`src/rtl/lfsr_stream_cipher_ctrl.sv`:
```
// Keystream controller: owns a 128-bit Fibonacci LFSR, sequences seed load,
// warm-up discard and per-word keystream generation for XOR encryption.
module lfsr_stream_cipher_ctrl #(
    parameter int WARMUP = 256,
    parameter int DW     = 8
) (
    input  logic          i_clk,
    input  logic          i_reset,
    input  logic          i_seed_valid,
    input  logic [127:0]  i_seed,
    output logic          o_seed_ready,
    output logic          o_seed_err,
    input  logic          i_in_valid,
    input  logic [DW-1:0] i_in_data,
    output logic          o_in_ready,
    output logic          o_out_valid,
    output logic [DW-1:0] o_out_data,
    input  logic          i_out_ready,
    output logic          o_busy,
    output logic [127:0]  o_lfsr
);

    localparam int WCW = (WARMUP > 1) ? $clog2(WARMUP) : 1;
    localparam int BCW = (DW > 1) ? $clog2(DW) : 1;
    localparam logic [WCW-1:0] WLAST = WCW'((WARMUP > 0) ? WARMUP - 1 : 0);
    localparam logic [BCW-1:0] BLAST = BCW'(DW - 1);

    typedef enum logic [2:0] {
        ST_IDLE,
        ST_WARMUP,
        ST_READY,
        ST_GEN,
        ST_OUT
    } state_t;

    state_t         state, state_nxt;
    logic [127:0]   lfsr, lfsr_step;
    logic [WCW-1:0] wcnt;
    logic [BCW-1:0] bcnt;
    logic [DW-1:0]  acc, acc_nxt, data_q, out_q;
    logic           seed_err_q, seed_acc, seed_zero, in_acc;

    assign lfsr_step = {lfsr[127] ^ lfsr[6] ^ lfsr[1] ^ lfsr[0], lfsr[127:1]};
    assign seed_zero = (i_seed == '0);
    assign seed_acc  = i_seed_valid && o_seed_ready;
    assign in_acc    = i_in_valid && o_in_ready;

    // Keystream bit for the current shift lands at accumulator position bcnt
    always_comb begin
        acc_nxt       = acc;
        acc_nxt[bcnt] = lfsr[0];
    end

    always_ff @(posedge i_clk) begin
        if (i_reset) state <= ST_IDLE;
        else         state <= state_nxt;
    end

    always_comb begin
        state_nxt = state;
        case (state)
            ST_IDLE, ST_READY: begin
                if (i_seed_valid) begin
                    if (seed_zero)        state_nxt = ST_IDLE;
                    else if (WARMUP == 0) state_nxt = ST_READY;
                    else                  state_nxt = ST_WARMUP;
                end else if (state == ST_READY && i_in_valid) begin
                    state_nxt = ST_GEN;
                end
            end
            ST_WARMUP: if (wcnt == WLAST) state_nxt = ST_READY;
            ST_GEN:    if (bcnt == BLAST) state_nxt = ST_OUT;
            ST_OUT:    if (i_out_ready)   state_nxt = ST_READY;
            default:   state_nxt = ST_IDLE;
        endcase
    end

    always_comb begin
        o_seed_ready = (state == ST_IDLE) || (state == ST_READY);
        o_in_ready   = (state == ST_READY) && !i_seed_valid;
        o_out_valid  = (state == ST_OUT);
        o_busy       = (state == ST_WARMUP) || (state == ST_GEN) || (state == ST_OUT);
    end

    assign o_seed_err = seed_err_q;
    assign o_out_data = out_q;
    assign o_lfsr     = lfsr;

    always_ff @(posedge i_clk) begin
        if (i_reset) begin
            lfsr       <= '0;
            wcnt       <= '0;
            bcnt       <= '0;
            acc        <= '0;
            data_q     <= '0;
            out_q      <= '0;
            seed_err_q <= 1'b0;
        end else begin
            seed_err_q <= seed_acc && seed_zero;
            if (seed_acc && !seed_zero) begin
                lfsr <= i_seed;
                wcnt <= '0;
            end else if (state == ST_WARMUP) begin
                lfsr <= lfsr_step;
                wcnt <= wcnt + WCW'(1);
            end else if (in_acc) begin
                data_q <= i_in_data;
                acc    <= '0;
                bcnt   <= '0;
            end else if (state == ST_GEN) begin
                lfsr <= lfsr_step;
                acc  <= acc_nxt;
                bcnt <= bcnt + BCW'(1);
                if (bcnt == BLAST) out_q <= data_q ^ acc_nxt;
            end
        end
    end

endmodule
```
`config.mk`:
```
export PLATFORM = sky130hd
export DESIGN_NAME = lfsr_stream_cipher_ctrl
export DESIGN_NICKNAME = d
export VERILOG_FILES = /design/src/rtl/lfsr_stream_cipher_ctrl.sv
export SDC_FILE = /design/constraint.sdc
export NUM_CORES = 1
export LEC_CHECK = 0
export CAP_MARGIN = 0
export CORE_UTILIZATION = 51
export CTS_BUF_LIST = sky130_fd_sc_hd__clkbuf_2
export CTS_CLUSTER_DIAMETER = 80
export CTS_CLUSTER_SIZE = 12
export DETAILED_ROUTE_END_ITERATION = 8
export PLACE_DENSITY_LB_ADDON = 0.12
export SYNTH_ARGS = -nofsm -noshare
export SYNTH_HDL_FRONTEND = slang
export SYNTH_SLANG_ARGS = --single-unit
```
`constraint.sdc`:
```
create_clock -name i_clk -period 4.9 [get_ports i_clk]
set_input_delay 0.98 -clock i_clk [delete_from_list [all_inputs] [get_ports i_clk]]
set_output_delay 0.98 -clock i_clk [all_outputs]
set_load 0.05 [all_outputs]
```
== Word level (Yosys, flattened, before mapping) ==
Cells that the tools add are included.
W data, S select, Z words.

* ROM bits: 0
* Register bits: 167
* Memories kept: 0
* Latch bits: 0
* Memory bits (writable): 0
* Logic and storage cells: 71

* Multiplexer cells: 18
* Equal/unequal tests: 11
* Add/sub/neg operators: 2
* Multipliers: 0
* Bitwise gates (word level): 7
* Divide/modulo/power cells: 0
* Shift operators: 0
* Reduce and logical (&&, ||, !) cells: 23
* Magnitude comparators: 2

{| class="wikitable"
|+ Operators by type and width
! cell !! number
|-
| $mux W128 || 4
|-
| $logic_not A128 Y1 || 1
|-
| $mux W3 || 7
|-
| $mux W8 || 2
|-
| $pmux W3 S4 || 1
|-
| $add A8 B1 Y8 const B || 1
|-
| $bwmux W8 || 1
|-
| $eq A8 B8 Y1 const B || 1
|-
| $xor A8 B8 Y8 || 1
|-
| $logic_and A1 B1 Y1 || 7
|-
| $eq A3 B2 Y1 const B || 2
|-
| $eq A3 B3 Y1 const B || 2
|-
| $reduce_and A3 Y1 || 2
|-
| $reduce_and A5 Y1 || 1
|-
| $lt A3 B4 Y1 const B || 1
|-
| $ne A2 B2 Y1 const B || 2
|-
| $reduce_and A4 Y1 || 1
|-
| $reduce_or A2 Y1 || 2
|-
| $add A3 B1 Y3 const B || 1
|-
| $demux W1 S3 || 1
|-
| $eq A3 B1 Y1 const B || 1
|-
| $ge A3 B1 Y1 const B || 1
|-
| $logic_not A3 Y1 || 1
|-
| $logic_or A1 B1 Y1 || 3
|-
| other kinds (10) || 16
|}

== Longest topological paths before layout ==
Gate-level depths: netlist (run 1).

* Depth after elaboration: 7
* Mapped depth: 7
* Mapped depth without buffers: 5

== Worst setup path after synthesis (run 1) ==
OpenSTA, ideal clock, no wires.

* Kind: input port to output port
* From: in i_seed_valid
* To: out o_in_ready
* Path slack: 2235 ps
* Arrival time: 1685 ps
* Stages: 2
* Path buffers: 0
* Required time: 3920 ps
* Cell sequence: nor3_1 and2_1

* Longest elaborated chain between the ends: 2

{| class="wikitable"
|+ RTL lines
! item !! line !! RTL
|-
| start: declaration || 9 || <nowiki>input logic i_seed_valid,</nowiki>
|-
| $logic_not A1 Y1 || 80 || <nowiki>o_in_ready = (state == ST_READY) && !i_seed_valid;</nowiki>
|-
| $logic_and A1 B1 Y1 || 80 ||
|-
| end: declaration || 15 || <nowiki>output logic o_in_ready,</nowiki>
|}

No other way between the ends.

== Final worst setup path (run 1) ==
Ends and elaborated chain as after synthesis.

==> results of run 1 <==
[worst min-delay path by stage]
stage	start	end	slack, ns	depth (start not counted)
2_1_floorplan	data_q[0]	data_q[0]	0.45	2
3_3_place_gp	o_out_data[4]	o_out_data[4]	0.44	2
3_5_place_dp	o_out_data[0]	o_out_data[0]	0.45	2
4_1_cts	o_out_data[0]	o_out_data[0]	0.47	2
5_1_grt	o_out_data[3]	o_out_data[3]	0.50	2
6_report	o_out_data[0]	o_out_data[0]	0.47	2
[flip-flops by register name (all words and copies together), names as in the netlist]
signal      count
bcnt            3
o_out_data      8
o_seed_err      1
wcnt            8
acc             8
state           3
data_q          8
o_lfsr        128
[stage by stage]
stage	hold slack, ns	utilization
floorplan	0.4488	-
global placement	0.4391	0.6971
detailed placement	0.4450	0.6971
CTS	0.4710	0.7172
global route	0.4982	0.7174
finish	0.4662	0.7174
[worst max-delay path: cells and delay by family]
kind	cells	cell delay, ns
buffers and inverters	2	1.29
AND/OR/NAND/NOR	2	0.55
[area by class of cell]
type	instances	share of cell area
multi-input cells	589	0.3966
clock inverters	14	0.02020
diodes	1	0.0002196
well taps	216	0.02372
clock buffers	18	0.007905
repair buffers	289	0.2574
flip-flops and latches	167	0.2934
inverters	2	0.0006588
[metal layers]
layer	vias to the layer above	part of all wire	global-route usage
met5	-	0	0
met4	0	0.019	0.08960
met3	32	0.080	0.08077
met2	335	0.46	0.4602
met1	3699	0.44	0.3991
li1	3791	-	-
[kinds of logic after synthesis]
kind of cell / count (synthesis)
xor+xnor: 18
flops: 167
simple gates: 136
compound gates: 296
buf+inv: 99
mux: 136
fa+ha+maj: 3
[cell usage in the layout (no fill, tap or decap), types with 2 or more instances in the layout]
master,count
nand2_1,42
mux2i_1,136
clkinvlp_4,2
buf_4,4
nand4_1,10
xor2_1,6
nor3_1,11
a21oi_1,24
buf_12,5
dfxtp_1,167
a211oi_2,10
nor4_1,33
inv_1,2
clkinv_4,2
nor4_4,2
nor2_1,16
ha_1,3
clkdlybuf4s50_1,280
xnor2_1,12
a211oi_1,255
clkinv_1,2
nand3b_1,3
nand2b_1,2
nor3b_1,3
and3_1,2
and2_1,2
clkbuf_2,18
bufinv_16,6
nand3_1,5
clkinv_2,2
[Yosys cell counts, types with 2 or more instances]
master and count:
a211oi_1 255, a211oi_2 10, a21oi_1 24, and2_1 2
and3_1 2, buf_1 4, buf_2 31, buf_4 17
clkbuf_1 44, dfxtp_1 167, ha_1 3, inv_1 2
mux2i_1 136, nand2_1 43, nand2b_1 2, nand3_1 5
nand3b_1 3, nand4_1 10, nor2_1 16, nor3_1 11
nor3b_1 3, nor4_1 33, nor4_4 2, xnor2_1 12
xor2_1 6
[power by group through the flow]
stage          logic, W  registers [W]  clock network [W]
2_1_floorplan  0.000438        0.00199                  0
3_3_place_gp    0.00127        0.00162                  0
3_5_place_dp    0.00127        0.00163                  0
4_1_cts         0.00128        0.00160           0.000938
5_1_grt         0.00134        0.00162           0.000988
6_report        0.00128        0.00160           0.000923
==> results.tsv, run 1 <==
stage	metric	value	unit
status	status	complete, no violations	
setup_path	r2r_cells	5	
place	dp_hpwl	17020	µm
final_layout	drive_above_1_share	0.05190	
yosys	synthMuxAreaShare	0.1636	
clocking	cts_setup_buffers	0	
final_layout	nNetsFinal	1210	
floorplan	die_w	129.7	µm
final_layout	nFillCells	1295	
grt	grt-ovfl-total	0	
route	route.detailed.drc	0	
floorplan	initial_utilization	0.5239	
floorplan	core	15890	µm²
setup_path	cp_cell_sequence	clkdlybuf4s50_1 > nor3_1 > and2_1 > clkdlybuf4s50_1	
route	routed_wl	25450	µm
power_and_ir_drop	power_density	333.8	nW/µm²
yosys	syn_area	8322	µm²
grt	grt.total_usage	0.2956	
timing	finalCritPeriodShare	0.7743	
clocking	cts_hold_buffers	0	
clocking	cts_max_level	4	
setup_path	r2r_end	o_lfsr[72]	
power_and_ir_drop	combPwrFrac	0.337	
yosys	synth_cell_types	37	
clocking	cts-resized-gates	0	
timing	rsz0062_at_grt	false	
clocking	clk_latency	0.74	ns
timing	finalClockSkew	0.03177	ns
setup_path	r2r-start	state[2]	
route	antenna_left	0	
power_and_ir_drop	p_sw_frac	0.3623	
yosys	synth_top_area_share	0.4017	
timing	fmax	0.2636	GHz
clocking	cts_tree	yes	
final_layout	multi_input_area	4519	µm²
timing	setup_viol	0	
power_and_ir_drop	p_sw	0.001378	W
yosys	synth-edff-count	0	
setup_path	crit_slowest_cell	clkdlybuf4s50_1	
place	gp_congestion	0.7934	
yosys	ys_seq_elements	167	
yosys	yosys.area.top_type	dfxtp_1	
yosys	synth-async-reset-ratio	0	
yosys	synthAdderAreaFrac	0.004511	
place	placed_area	11070	µm²
floorplan	row_count	46	
yosys	yosys_warnings	0	
timing	setup_tns	0	ns
yosys	synth_area_leaders	dfxtp_1 40%, a211oi_1 23%, mux2i_1 16%, nor4_1 2.5%, clkbuf_1 2.0%	
timing	period_minus_slack	3.794	ns
route	drt_pass1_iterations	7	
grt	grt_pass1_vias	7240	
setup_path	crit_end	o_in_ready	
yosys	yosysSeqAreaShare	0.4017	
grt	antenna_found_initial	1	
setup_path	worst_ep_arrival_time	2.81	ns
clocking	path_clk_slew	0.24	ns
timing	drv_slew	0	
grt	grt_pass1_wl	39120	µm
setup_path	startpoint_type	input port	
route	dr_total_vias	7857	
place	io_buffers	281	
floorplan	die-area	16830	µm²
yosys	synthSimpleGateAreaFrac	0.08720	
place	dp_slack	1.015	ns
timing	hold_viol_final	0	
floorplan	pin_count	282	
setup_path	startpoint	i_seed_valid	
final_layout	regArea	3343	µm²
clocking	root_buffer	clkbuf_2	
yosys	syn-instance-count	855	
route	drtIter0Drc	579	
setup_path	required	3.92	ns
place	dp_cells	1263	
yosys	synth-compound-area-share	0.2661	
timing	tightest_slew	0.9690	ns
power_and_ir_drop	power_frac_clock	0.243	
setup_path	worst_path_most_repeated_cell	clkdlybuf4s50_1	
setup_path	cpPeakStageDelay	0.80	ns
route	wl_per_cell	19.63	µm
yosys	synthXorXnorAreaFrac	0.01894	
timing	maxSlewHeadroom	0.3540	
yosys	synth_top_family_by_area	compound AO/OA/AOI/OAI gates	
run	maxCapViolations	0	
setup_path	worst-path-max-fanout	4	
clocking	cts_num_sinks	167	
final_layout	areaGrowthSynthToFinish	36.94	%
setup_path	crit_path_end_kind	output pin	
final_layout	stdcell_count	1296	
power_and_ir_drop	finalPower	0.003804	W
setup_path	r2r_slack	2.39	ns
min_path	holdCritPathClass	reg2reg	
floorplan	die_h	129.7	µm
power_and_ir_drop	pwr-share-seq	0.421	
power_and_ir_drop	vdd_drop_max	0.0002066	V
power_and_ir_drop	internal_power	0.002426	W
grt	grt_max_degree	132	
timing	setup_ws	1.106	ns
clocking	clockBufferDepth	2	
setup_path	critical_path_class	in2out	
power_and_ir_drop	leakage	3.784	nW
yosys	avgSynthCellArea	9.733	µm²
yosys	syn_nets	999	
clocking	cts_made_buffers	17	
final_layout	final_area	11400	µm²
yosys	synth_ff_type	dfxtp_1	
route	viasPerCell	6.063	
No activity file was read; power rests on OpenSTA's default activity.
==> run 2, diff against run 1 <==
--- a/config.mk
+++ b/config.mk
@@ -6,7 +6,7 @@
 export NUM_CORES = 1
 export LEC_CHECK = 0
 export CAP_MARGIN = 0
-export CORE_UTILIZATION = 51
+export CORE_UTILIZATION = 43
 export CTS_BUF_LIST = sky130_fd_sc_hd__clkbuf_2
 export CTS_CLUSTER_DIAMETER = 80
 export CTS_CLUSTER_SIZE = 12
==> constraint.sdc (replaced) <==
create_clock -name i_clk -period 3.4 [get_ports i_clk]
set_input_delay 0.68 -clock i_clk [delete_from_list [all_inputs] [get_ports i_clk]]
set_output_delay 0.68 -clock i_clk [all_outputs]
set_load 0.05 [all_outputs]
==> run 2 against run 1 <==
Hold slack worse by 0.16 ns. Clock power up 20%. Via count up 1.8%. Die area up 18%. Critical path type is now reg2out. Critical endpoint is now o_seed_ready. First-iteration DRC count down 27%. Utilization down 9.8 points.
==> results.tsv, run 2 (same netlist as run 1, synthesis figures left out) <==
stage	metric	value	unit	change
status	status	complete, no violations		
power_and_ir_drop	internal_power	0.003298	W	+36%
setup_path	r2r_slack	1.33	ns	-1.06 ns
final_layout	drive_above_1_share	0.07602		+0.02412
place	gp_congestion	0.8442		+6.4%
final_layout	stdcell_count	1367		+5.5%
floorplan	row_count	50		+8.7%
timing	fmax	0.3317	GHz	
power_and_ir_drop	vdd_drop_max	0.0002152	V	+4.2%
timing	maxSlewHeadroom	0.3234		-0.03068
power_and_ir_drop	pwr-share-seq	0.436		+0.015
clocking	clk_latency	0.73	ns	about the same
setup_path	critical_path_class	reg2out		
route	drtIter0Drc	420		-27%
setup_path	worst-path-max-fanout	8		+4
grt	antenna_found_initial	1		unchanged
grt	grt_max_degree	128		-3.0%
place	dp_cells	1335		+5.7%
final_layout	mostFrequentLayoutCell	clkdlybuf4s50_1		
timing	finalClockSkew	0.03403	ns	+0.002260 ns
route	routed_wl	26440	µm	+3.9%
floorplan	die_h	141.1	µm	+8.8%
setup_path	r2r-start	state[0]		
clocking	cts_tree	yes		
grt	grt.total_usage	0.2650		-0.03060
route	route.detailed.drc	0		unchanged
timing	drv_slew	0		unchanged
timing	tightest_slew	1.015	ns	+0.04601 ns
clocking	root_buffer	clkbuf_2		
clocking	cts_num_sinks	167		unchanged
setup_path	crit_end	o_seed_ready		
power_and_ir_drop	p_sw_frac	0.3770		+0.01469
floorplan	die_w	141.1	µm	+8.8%
route	wl_per_cell	19.34	µm	-1.5%
grt	grt_pass1_wl	41800	µm	+6.8%
min_path	holdCritPathClass	in2reg		
clocking	cts_max_level	4		unchanged
setup_path	worst_ep_arrival_time	2.33	ns	-0.48 ns
timing	hold_viol_final	0		unchanged
route	dr_total_vias	8001		+1.8%
setup_path	crit_path_end_kind	output pin		
setup_path	r2r_end	state[1]		
final_layout	fin_util	0.6195		-0.09792
final_layout	multi_input_area	4519	µm²	unchanged
timing	rsz0062_at_grt	false		
timing	setup_viol	0		unchanged
power_and_ir_drop	power_frac_clock	0.209		-0.034
grt	grt-ovfl-total	0		unchanged
final_layout	regArea	3343	µm²	unchanged
clocking	clockBufferDepth	2		unchanged
final_layout	largest_register_ffs	128		unchanged
route	drt_pass1_iterations	4		-3
clocking	path_clk_slew	0.23	ns	about the same
route	viasPerCell	5.853		-3.5%
power_and_ir_drop	combPwrFrac	0.355		+0.018
power_and_ir_drop	leakage	3.931	nW	+3.9%
final_layout	layout_common_cells	278 x clkdlybuf4s50_1, 255 x a211oi_1, 167 x dfxtp_1		
run	maxCapViolations	0		unchanged
clocking	cts_made_buffers	17		unchanged
power_and_ir_drop	power_density	453.8	nW/µm²	+36%
timing	finalCritPeriodShare	0.8867		
final_layout	areaGrowthSynthToFinish	40.17	%	
floorplan	die-area	19910	µm²	+18%
final_layout	nFillCells	1592		+23%
floorplan	initial_utilization	0.4419		-0.08194
setup_path	startpoint_type	flip-flop		
setup_path	r2r_cells	5		unchanged
setup_path	startpoint	state[2]		
timing	setup_tns	0	ns	unchanged
timing	period_minus_slack	3.015	ns	
floorplan	core	18830	µm²	+19%
floorplan	pin_count	282		unchanged
power_and_ir_drop	p_sw	0.001995	W	+45%
final_layout	nNetsFinal	1238		+2.3%
setup_path	required	2.72	ns	-1.20 ns
route	antenna_left	0		unchanged
place	dp_hpwl	18730	µm	+10%
grt	grt_pass1_vias	7733		+6.8%
place	io_buffers	281		unchanged
## run 2: cell count changes in the layout (fill, tap and decap cells not counted), sizes merged
cell,delta
buf,+29
clkinv,-4
bufinv,-3
clkbuf,+3
clkdlybuf4s50,-2
clkinvlp,+2
diode,+1
dlymetal6s2s,+1
## run 2: area by class of cell
cell class / count / share of cell area
Clock inverter: 9 / 0.01105
Tap cell: 260 / 0.02789
Antenna cell: 2 / 0.0004290
Multi-Input combinational cell: 589 / 0.3874
Inverter: 2 / 0.0006436
Timing Repair Buffer: 317 / 0.2770
Clock buffer: 21 / 0.009010
Sequential cell: 167 / 0.2866
## run 2: how the worst min path moves through the flow
stage / startpoint / to / slack (ns) / depth (start not counted)
final: i_reset / o_out_data[7] / 0.31 / 2
after global routing: i_reset / data_q[2] / 0.23 / 2
after CTS: i_reset / o_out_data[7] / 0.23 / 2
after detailed placement: o_out_data[5] / o_out_data[5] / 0.45 / 2
after global placement: o_out_data[2] / o_out_data[2] / 0.44 / 2
after floorplan: data_q[0] / data_q[0] / 0.45 / 2
## run 2: metrics by stage
stage | cell area, µm² | hold slack, ns | total power, W | worst slack [ns]
after global routing | 11660 | 0.2342 | 0.005517 | 0.1918
final | 11660 | 0.3112 | 0.005293 | 0.3852
after CTS | 11660 | 0.2254 | 0.005319 | 0.05176
after floorplan | 8322 | 0.4488 | 0.003502 | 1.102
after detailed placement | 11420 | 0.4480 | 0.004217 | 0.02553
after global placement | 11420 | 0.4391 | 0.004207 | 0.04741
## run 2: what timing repair did
action / CTS / global route
buffers inserted: 0 / 0
hold buffers: 0 / 0
setup endpoints to repair: 0 / 1
gates resized for setup: 0 / 1
endpoints found under the hold margin: 0 / 0
## run 2: power by group through the flow
stage	registers (W)	clock network [W]	logic, W
3_5_place_dp	0.00235	0	0.00187
5_1_grt	0.00234	0.00121	0.00197
2_1_floorplan	0.00287	0	0.000631
4_1_cts	0.00231	0.00113	0.00188
3_3_place_gp	0.00235	0	0.00186
6_report	0.00231	0.00111	0.00188
## run 2: worst max-delay path, cell delays in order, from the launching register on
cell,delay [ns]
dfxtp_1,0.43
nor2_1,0.29
clkdlybuf4s50_1,0.91
## run 2: routing by layer
layer / routed length [µm] / share of wire / GRT usage / up-vias
met2: 12000 / 0.45 / 0.4211 / 330
met4: 507 / 0.019 / 0.08295 / 0
met3: 2010 / 0.076 / 0.05740 / 32
met5: 0 / 0 / 0 / -
li1: - / - / - / 3839
met1: 11920 / 0.45 / 0.3572 / 3800
